$ cat src/rtl/lsu_pkg.sv
// Shared constants, state encoding and access-legality helper for the load/store unit.
package lsu_pkg;

  localparam logic [2:0] F3_LB  = 3'd0;
  localparam logic [2:0] F3_LH  = 3'd1;
  localparam logic [2:0] F3_LW  = 3'd2;
  localparam logic [2:0] F3_LBU = 3'd4;
  localparam logic [2:0] F3_LHU = 3'd5;
  localparam logic [2:0] F3_SB  = 3'd0;
  localparam logic [2:0] F3_SH  = 3'd1;
  localparam logic [2:0] F3_SW  = 3'd2;

  localparam int IO_SEL_BIT_DEFAULT = 10;

  typedef enum logic [1:0] {
    S_IDLE,
    S_ISSUE,
    S_READ_WAIT,
    S_RESP
  } lsu_state_e;

  // True when the access must never reach memory: bad width code or misaligned address.
  function automatic logic access_rejected(input logic       is_store,
                                           input logic [2:0] funct3,
                                           input logic [1:0] byte_off);
    logic bad;
    bad = 1'b0;
    if (is_store) begin
      case (funct3)
        F3_SB:   bad = 1'b0;
        F3_SH:   bad = byte_off[0];
        F3_SW:   bad = (byte_off != 2'b00);
        default: bad = 1'b1;
      endcase
    end else begin
      case (funct3)
        F3_LB, F3_LBU: bad = 1'b0;
        F3_LH, F3_LHU: bad = byte_off[0];
        F3_LW:         bad = (byte_off != 2'b00);
        default:       bad = 1'b1;
      endcase
    end
    return bad;
  endfunction

endpackage

$ cat src/rtl/load_store_unit_load_align.sv
// Extracts the addressed byte/halfword from a read word and sign- or zero-extends it.
module load_align
  import lsu_pkg::*;
(
  input  logic [2:0]  funct3,
  input  logic [1:0]  byte_off,
  input  logic [31:0] word,
  output logic [31:0] data
);

  logic [7:0]  byte_sel;
  logic [15:0] half_sel;

  always_comb begin
    case (byte_off)
      2'd0:    byte_sel = word[7:0];
      2'd1:    byte_sel = word[15:8];
      2'd2:    byte_sel = word[23:16];
      default: byte_sel = word[31:24];
    endcase
    half_sel = byte_off[1] ? word[31:16] : word[15:0];

    case (funct3)
      F3_LB:   data = {{24{byte_sel[7]}}, byte_sel};
      F3_LBU:  data = {24'd0, byte_sel};
      F3_LH:   data = {{16{half_sel[15]}}, half_sel};
      F3_LHU:  data = {16'd0, half_sel};
      F3_LW:   data = word;
      default: data = 32'd0;
    endcase
  end

endmodule

$ cat src/rtl/load_store_unit.sv
// Single-outstanding load/store sequencer in front of the data-memory stage.
module load_store_unit
  import lsu_pkg::*;
#(
  parameter int IO_SEL_BIT = IO_SEL_BIT_DEFAULT
) (
  input  logic        clk,
  input  logic        rst,
  input  logic        req_valid,
  output logic        req_ready,
  input  logic        req_store,
  input  logic [2:0]  req_funct3,
  input  logic [31:0] req_addr,
  input  logic [31:0] req_wdata,
  input  logic [4:0]  req_rd,
  output logic [3:0]  mem_bank_en,
  output logic        mem_re,
  output logic [31:0] mem_addr,
  output logic [31:0] mem_wdata,
  input  logic        mem_stalln,
  input  logic [31:0] mem_rdata,
  output logic        wb_valid,
  output logic [4:0]  wb_rd,
  output logic [31:0] wb_data,
  output logic        misalign,
  output logic        proto_err
);

  lsu_state_e  state_q, state_d;
  logic        store_q, store_d;
  logic [2:0]  funct3_q, funct3_d;
  logic [31:0] addr_q, addr_d;
  logic [31:0] wdata_q, wdata_d;
  logic [4:0]  rd_q, rd_d;
  logic [31:0] rdata_q, rdata_d;
  logic [4:0]  wb_rd_q, wb_rd_d;
  logic [31:0] wb_hold_q, wb_hold_d;
  logic        proto_err_q, proto_err_d;

  logic        reject;
  logic [31:0] word_addr;
  logic [31:0] wdata_sb;
  logic [31:0] wdata_sh;
  logic [31:0] align_out;

  genvar gi;
  generate
    for (gi = 0; gi < 4; gi++) begin : g_sb_lane
      assign wdata_sb[8*gi +: 8] = wdata_q[7:0];
    end
    for (gi = 0; gi < 2; gi++) begin : g_sh_lane
      assign wdata_sh[16*gi +: 16] = wdata_q[15:0];
    end
  endgenerate

  assign word_addr = {addr_q[31:2], 2'b00};
  assign reject    = access_rejected(store_q, funct3_q, addr_q[1:0]);

  load_align u_load_align (
    .funct3   (funct3_q),
    .byte_off (addr_q[1:0]),
    .word     (rdata_q),
    .data     (align_out)
  );

  always_ff @(posedge clk) begin
    if (rst) begin
      state_q     <= S_IDLE;
      store_q     <= 1'b0;
      funct3_q    <= 3'd0;
      addr_q      <= 32'd0;
      wdata_q     <= 32'd0;
      rd_q        <= 5'd0;
      rdata_q     <= 32'd0;
      wb_rd_q     <= 5'd0;
      wb_hold_q   <= 32'd0;
      proto_err_q <= 1'b0;
    end else begin
      state_q     <= state_d;
      store_q     <= store_d;
      funct3_q    <= funct3_d;
      addr_q      <= addr_d;
      wdata_q     <= wdata_d;
      rd_q        <= rd_d;
      rdata_q     <= rdata_d;
      wb_rd_q     <= wb_rd_d;
      wb_hold_q   <= wb_hold_d;
      proto_err_q <= proto_err_d;
    end
  end

  always_comb begin
    state_d     = state_q;
    store_d     = store_q;
    funct3_d    = funct3_q;
    addr_d      = addr_q;
    wdata_d     = wdata_q;
    rd_d        = rd_q;
    rdata_d     = rdata_q;
    wb_rd_d     = wb_rd_q;
    wb_hold_d   = wb_hold_q;
    proto_err_d = proto_err_q;

    req_ready   = 1'b0;
    mem_bank_en = 4'b0000;
    mem_re      = 1'b0;
    mem_addr    = 32'd0;
    mem_wdata   = 32'd0;
    wb_valid    = 1'b0;
    wb_rd       = wb_rd_q;
    wb_data     = wb_hold_q;
    misalign    = 1'b0;

    case (state_q)
      S_IDLE: begin
        req_ready = 1'b1;
        if (req_valid) begin
          store_d  = req_store;
          funct3_d = req_funct3;
          addr_d   = req_addr;
          wdata_d  = req_wdata;
          rd_d     = req_rd;
          state_d  = S_ISSUE;
        end
      end

      S_ISSUE: begin
        if (reject) begin
          state_d = S_RESP;
        end else if (store_q) begin
          mem_addr = word_addr;
          case (funct3_q)
            F3_SB: begin
              mem_bank_en = 4'b0001 << addr_q[1:0];
              mem_wdata   = wdata_sb;
            end
            F3_SH: begin
              mem_bank_en = 4'b0011 << addr_q[1:0];
              mem_wdata   = wdata_sh;
            end
            default: begin
              mem_bank_en = 4'b1111;
              mem_wdata   = wdata_q;
            end
          endcase
          state_d = S_IDLE;
        end else begin
          mem_re   = 1'b1;
          mem_addr = word_addr;
          state_d  = S_READ_WAIT;
        end
      end

      S_READ_WAIT: begin
        mem_re   = 1'b1;
        mem_addr = word_addr;
        rdata_d  = mem_rdata;
        wb_rd_d  = rd_q;
        // RAM reads always take a stall cycle; IO reads may legitimately not.
        if (!addr_q[IO_SEL_BIT] && mem_stalln) begin
          proto_err_d = 1'b1;
        end
        state_d = S_RESP;
      end

      S_RESP: begin
        if (reject) begin
          misalign = 1'b1;
        end else begin
          wb_valid  = 1'b1;
          wb_data   = align_out;
          wb_hold_d = align_out;
        end
        state_d = S_IDLE;
      end

      default: state_d = S_IDLE;
    endcase
  end

  assign proto_err = proto_err_q;

endmodule

$ cat config.mk
export PLATFORM = sky130hd
export DESIGN_NAME = load_store_unit
export DESIGN_NICKNAME = d
export VERILOG_FILES = /design/src/rtl/lsu_pkg.sv /design/src/rtl/load_store_unit_load_align.sv /design/src/rtl/load_store_unit.sv
export SDC_FILE = /design/constraint.sdc
export NUM_CORES = 1
export LEC_CHECK = 0
export CAP_MARGIN = 15
export CELL_PAD_IN_SITES_DETAIL_PLACEMENT = 1
export CELL_PAD_IN_SITES_GLOBAL_PLACEMENT = 1
export CORE_ASPECT_RATIO = 0.75
export CORE_MARGIN = 2
export CORE_UTILIZATION = 25
export DETAILED_ROUTE_END_ITERATION = 7
export PLACE_DENSITY = 0.6
export SLEW_MARGIN = 15
export SYNTH_ARGS = -nofsm -noshare
export SYNTH_HDL_FRONTEND = slang
export SYNTH_SLANG_ARGS = --single-unit
export TNS_END_PERCENT = 20
$ cat constraint.sdc
create_clock -name clk -period 3.1 [get_ports clk]
set_input_delay 0.62 -clock clk [delete_from_list [all_inputs] [get_ports clk]]
set_output_delay 0.62 -clock clk [all_outputs]
set_load 0.05 [all_outputs]
==> out/results.txt, run 1 <==
Fin. Hold Viols -> 0
Crit-path max cell delay -> 0.53 ns
DR iter-0 viols -> 329
Crit. End Element -> primary output
Cell with the most instances after synthesis -> nand2_1
Number of synthesized flops with an enable pin -> 0
Levels on crit path -> 6
Hold_sp -> addr_q[22]
Num ports -> 219
CTS sink cnt -> 145
Vias per inst -> 4.80
Achievable Freq -> 322 MHz
Total power -> 5910 µW
RR Startpoint -> addr_q[0]
Leak -> 0.00427 µW
CP arrival -> 2.49 ns
IO buf count -> 216
Main synth FF type -> dfxtp_1
Initial antenna violation count -> 4
Worst path bufs/invs -> 2
RSZ-0062 raised after global routing -> true
CTS H-Tree Depth -> 4
Dpl ws -> 0.188 ns
CP max-delay cell -> a221o_4
Peak VDD IR -> 371 µV
DIE AREA -> 28400 µm²
Setup Skew -> 0.00957 ns
Clk root buf -> clkbuf_16
Slew @ Worst Pin -> 0.742 ns
Crit share post-route -> 100%
Overall Global Routing Usage -> 18.6%
Max-cap check violation count -> 0
Startpoint types -> flop
Worst setup margin -> -0.00524 ns
Post-Syn Area -> 6780 µm²
Clk Latency, worst-skew pair -> 0.43 ns
Post-synth top area cell -> dfxtp_1
Synth top area share -> 42.8%
CTS clk-pin slew, worst paths -> 0.06 ns
Post-synthesis cell type count -> 42
PD cells -> 532 nW/µm²
Commonest cells post-synth -> nand2_1, dfxtp_1, nor2_1
CTS tree -> built
Routed wire length -> 26.5 mm
Register-to-Register Path Depth -> 6
Die H -> 147 µm
Initial Utilization -> 25.3%
Status -> finished with violations
Area Overhead vs Synth -> 64.1%
Hold Path Class -> flop to flop
Via Count -> 6777
Cells after Synth -> 832
Endpoint, Worst Hold -> addr_q[22]
Final setup viols -> 1
Post-layout minimum cycle time -> 3.11 ns
CORE AREA -> 26800 µm²
Placer Congestion -> 0.785
#FFs+latches synth -> 145
Yosys warns -> 0
Drt pass-1 iters -> 4
CP Cell Sequence -> buf_6 > mux4_2 > a221o_4 > a221oi_2 > nor2_1 > buf_12
Final setup TNS -> -0.00524 ns
R2r setup slk -> 0.95 ns
First-pass GRT wire length -> 41.1 mm
CTS Buffer Depth -> 2
CTS Buf Count -> 17
Syn avg cell area -> 8.14 µm²
Slew headroom -> 50.5%
Routed wire length per instance -> 18.8 µm
Post-DP HPWL -> 18.5 mm
Vias in the first global route -> 6869
Post-route ant nets -> 0
Max Slew Vio Count -> 0
Rows -> 52
Largest net degree at the start of global routing -> 69
Fin nets -> 1156
Hold Path Depth -> 2
Violated checks -> setup timing
Top Family by Delay on Critical Path -> compound AO/OA/AOI/OAI gates
Crit Path Category -> flop to primary output
Die width -> 194 µm
Ratio of cells with drive above 1 in the final layout -> 22.0%
CP required -> 2.48 ns
R2R Path End -> wb_hold_q[10]
# DRC -> 0
Post-synth ARST share -> 0%
Gr ovfl total -> 0
Max FO, Critical Path -> 8
Part of the Yosys area used for sequential elements -> 42.8%
Synth area leaders -> dfxtp_1, nand2_1, mux2i_1
==> worst min-delay path, cell delays in order, from the launching register on <==
cell and delay (ns):
dfxtp_1 0.30, nand2_1 0.05, a21oi_1 0.05
==> cell usage in the layout (no fill, tap or decap), drive strengths merged, types with 3 or more instances in the layout <==
cell type	instances
inv	8
o21bai	3
mux4	8
clkbuf	20
nor3	19
diode	6
a21oi	104
mux2i	64
clkinvlp	3
nor2	116
clkinv	4
dfxtp	145
a221oi	8
clkdlybuf4s50	114
nand2	182
a2111oi	7
a211oi	25
o311a	8
and3	38
bufinv	4
ha	4
o21ai	3
buf	148
==> stage by stage <==
| step | area (µm²) | hold WS [ns] | util [%] | instances |
|---|---|---|---|---|
| detailed placement | 10200 | 0.442 | 37.9 | 1366 |
| floorplan | 6780 | 0.432 | - | 833 |
| CTS | 10800 | 0.452 | 40.5 | 1398 |
| finish | 11100 | 0.451 | 41.5 | 1413 |
| global placement | 10200 | 0.438 | 37.9 | 1366 |
| global route | 11100 | 0.479 | 41.4 | 1407 |
==> area by class of cell <==
class                           count  area [µm²]
Clock buffer                       20         447
Antenna cell                        6        15.0
Tap cell                          351         439
Timing Repair Buffer              262        3300
Inverter                            7        28.8
Clock inverter                     12         183
Sequential cell                   145        2910
Fill cell                        3047       15700
Multi-Input combinational cell    610        3800
==> flip-flops by register name, summed over array words and instances, names as in the netlist, named ones only <==
name,flops
funct3_q,3
wb_rd,5
addr_q,32
rdata_q,32
proto_err,1
wdata_q,32
state_q,1
wb_hold_q,32
store_q,1
rd_q,5
==> how the worst max path moves through the flow <==
stage | startpoint | slack (ns) | end
after global placement | addr_q[1] | 0.28 | wb_data[6]
after global routing | addr_q[0] | -0.10 | wb_data[2]
after CTS | addr_q[0] | -0.07 | wb_data[10]
after detailed placement | addr_q[1] | 0.19 | wb_data[6]
final | addr_q[0] | -0.005 | wb_data[12]
after floorplan | funct3_q[0] | 0.02 | mem_wdata[24]
==> routing by layer <==
metal | share of wire, % | vias to the layer above | wire length [µm] | GRT usage [%]
li1 | - | 3299 | - | -
met1 | 50 | 3281 | 13200 | 27.1
met2 | 43 | 178 | 11300 | 27.2
met3 | 6.8 | 19 | 1790 | 4.87
met4 | 1.0 | 0 | 267 | 4.62
met5 | 0 | - | 0 | 0
==> cell families (layout without fill, tap and decap cells) <==
logic type | after synthesis | after routing | share of synthesized area (%)
AND/OR/NAND/NOR | 366 | 366 | 22.8
AO/OA/AOI/OAI | 166 | 166 | 16.2
flip-flops | 145 | 145 | 42.8
buffers and inverters | 78 | 301 | 4.91
multiplexers | 72 | 72 | 12.4
adder cells (fa/ha/maj) | 4 | 4 | 0.739
other | 1 | 8 | 0.0553
==> what timing repair did <==
item	in CTS	in global routing
buffers inserted	0	9
setup endpoints to repair	34	44
pin swaps	2	6
gates resized for setup	20	31
hold buffers	0	0
==> power by group <==
group	switching, µW	internal [µW]
logic	915	634
registers	118	2000
clock network	869	1370
total	1900	4010
Power figures use the tool's default switching activity.
==> run 2, diff against run 1 <==
==> constraint.sdc (replaced) <==
create_clock -name clk -period 3.4 [get_ports clk]
set_input_delay 0.68 -clock clk [delete_from_list [all_inputs] [get_ports clk]]
set_output_delay 0.68 -clock clk [all_outputs]
set_load 0.05 [all_outputs]
==> out/results.txt, run 2 (synthesis gave the netlist of run 1 again) <==
Status -> finished clean
Hold buffers post-CTS -> 0
Overall Global Routing Usage -> 18.4%
Crit share post-route -> 95.6%
CTS Buffer Depth -> 2
Crit-path max cell delay -> 0.58 ns
Startpoint types -> flop
Max Slew Vio Count -> 0
Crit Path Category -> flop to primary output
Via Count -> 6666
Num ports -> 219
IO buf count -> 216
Vias in the first global route -> 6806
Max FO, Critical Path -> 28
Die width -> 194 µm
Routed wire length per instance -> 18.9 µm
Worst path bufs/invs -> 2
Area Overhead vs Synth -> 57.7%
DIE AREA -> 28400 µm²
Hold Path Class -> flop to flop
Leak -> 0.00415 µW
Max-cap check violation count -> 0
Initial antenna violation count -> 4
CP Cell Sequence -> nor2_1 > buf_4 > o311a_1 > nand2_2 > a211oi_1 > buf_12
Slew headroom -> 48.5%
Rows -> 52
Vias per inst -> 4.80
Largest net degree at the start of global routing -> 57
Most common cell after layout, fill and taps aside -> nand2_1
Final setup TNS -> 0 ns
Multi-input logic area -> 3620 µm²
Gr ovfl total -> 0
RSZ-0062 raised after global routing -> false
Peak VDD IR -> 336 µV
DR iter-0 viols -> 331
Most frequent cells in the layout -> nand2_1, dfxtp_1, nor2_1, clkdlybuf4s50_1, a21oi_1
Drt pass-1 iters -> 5
CORE AREA -> 26800 µm²
Achievable Freq -> 308 MHz
Post-route ant nets -> 0
CTS H-Tree Depth -> 4
Final setup viols -> 0
Top Family by Delay on Critical Path -> compound AO/OA/AOI/OAI gates
Seq. cell area -> 2910 µm²
Min Hold Slack -> 0.447 ns
Setup Skew -> 0.0109 ns
Setup bufs post-CTS -> 0
Ratio of cells with drive above 1 in the final layout -> 18.4%
CTS tree -> built
Post-DP HPWL -> 18.6 mm
Fill count -> 3096
Post-layout minimum cycle time -> 3.25 ns
Slew @ Worst Pin -> 0.772 ns
PD cells -> 484 nW/µm²
Placer Congestion -> 0.776
Fin nets -> 1137
CP arrival -> 2.57 ns
First-pass GRT wire length -> 40.7 mm
# DRC -> 0
Fin. Hold Viols -> 0
CTS Buf Count -> 17
Initial Utilization -> 25.3%
Clk root buf -> clkbuf_16
Clk Latency, worst-skew pair -> 0.43 ns
CP required -> 2.72 ns
Die H -> 147 µm
CTS sink cnt -> 145
Crit. End Element -> primary output
Routed wire length -> 26.3 mm
CTS clk-pin slew, worst paths -> 0.06 ns
CP max-delay cell -> a211oi_1
==> run 2: cell count changes in the layout (fill, tap and decap cells not counted), moves of 5 or more <==
cell / delta
a221oi_2: +6
a21oi_1: +7
buf_4: -14
a221oi_4: -6
nor2_2: -5
a21oi_2: -7
nor2_1: +6
==> run 2: power breakdown <==
part	total [µW]	internal (µW)	switching (µW)
Combinational	1370	550	821
Sequential	1940	1830	109
Clock	1860	1130	731
Total	5170	3510	1660
==> run 2: repair_timing <==
item / 4_1_cts / 5_1_grt
setup endpoints to repair: 3 / 54
pin swaps: 0 / 0
resized for setup: 3 / 16
cloned: 0 / 0
==> run 2: final timing paths <==
kind	from	to	slack (ns)	depth (start not counted)
hold reg to reg	addr_q[5]	addr_q[5]	0.45	2
hold / removal	addr_q[5]	addr_q[5]	0.45	2
setup reg to reg	addr_q[0]	wb_hold_q[10]	1.34	5
setup / recovery	funct3_q[1]	mem_wdata[26]	0.15	6
==> run 2: final cells by class <==
type / instances / share of cell area (%)
Multi-Input combinational cell: 610 / 33.9
Clock buffer: 25 / 4.54
Timing Repair Buffer: 243 / 29.2
Tap cell: 351 / 4.11
Inverter: 7 / 0.269
Antenna cell: 2 / 0.0468
Sequential cell: 145 / 27.2
Clock inverter: 6 / 0.749
==> run 2: through the flow <==
stage | cells | instance area [µm²] | setup WS (ns) | util [%] | power [µW]
after detailed placement | 1356 | 10100 | 0.384 | 37.5 | 3340
final | 1389 | 10700 | 0.149 | 39.9 | 5170
after global routing | 1387 | 10700 | 0.00526 | 39.8 | 5440
after CTS | 1387 | 10600 | 0.0204 | 39.6 | 5240
after global placement | 1356 | 10100 | 0.372 | 37.5 | 3320
after floorplan | 833 | 6780 | 0.258 | - | 2720
==> run 2: layer usage <==
layer / GRT usage (%) / vias up / share of wire, %
met1: 27.0 / 3207 / 50
met5: 0 / - / 0.027
met4: 4.20 / 2 / 0.72
met2: 26.3 / 186 / 42
met3: 5.57 / 15 / 6.8
li1: - / 3256 / -
==> run 2: worst register-to-register path, stage by stage (launching register included) <==
cell	delay [ns]
dfxtp_1	0.33
buf_4	0.21
mux4_2	0.55
a221o_4	0.52
a221oi_2	0.24
nor3_1	0.08
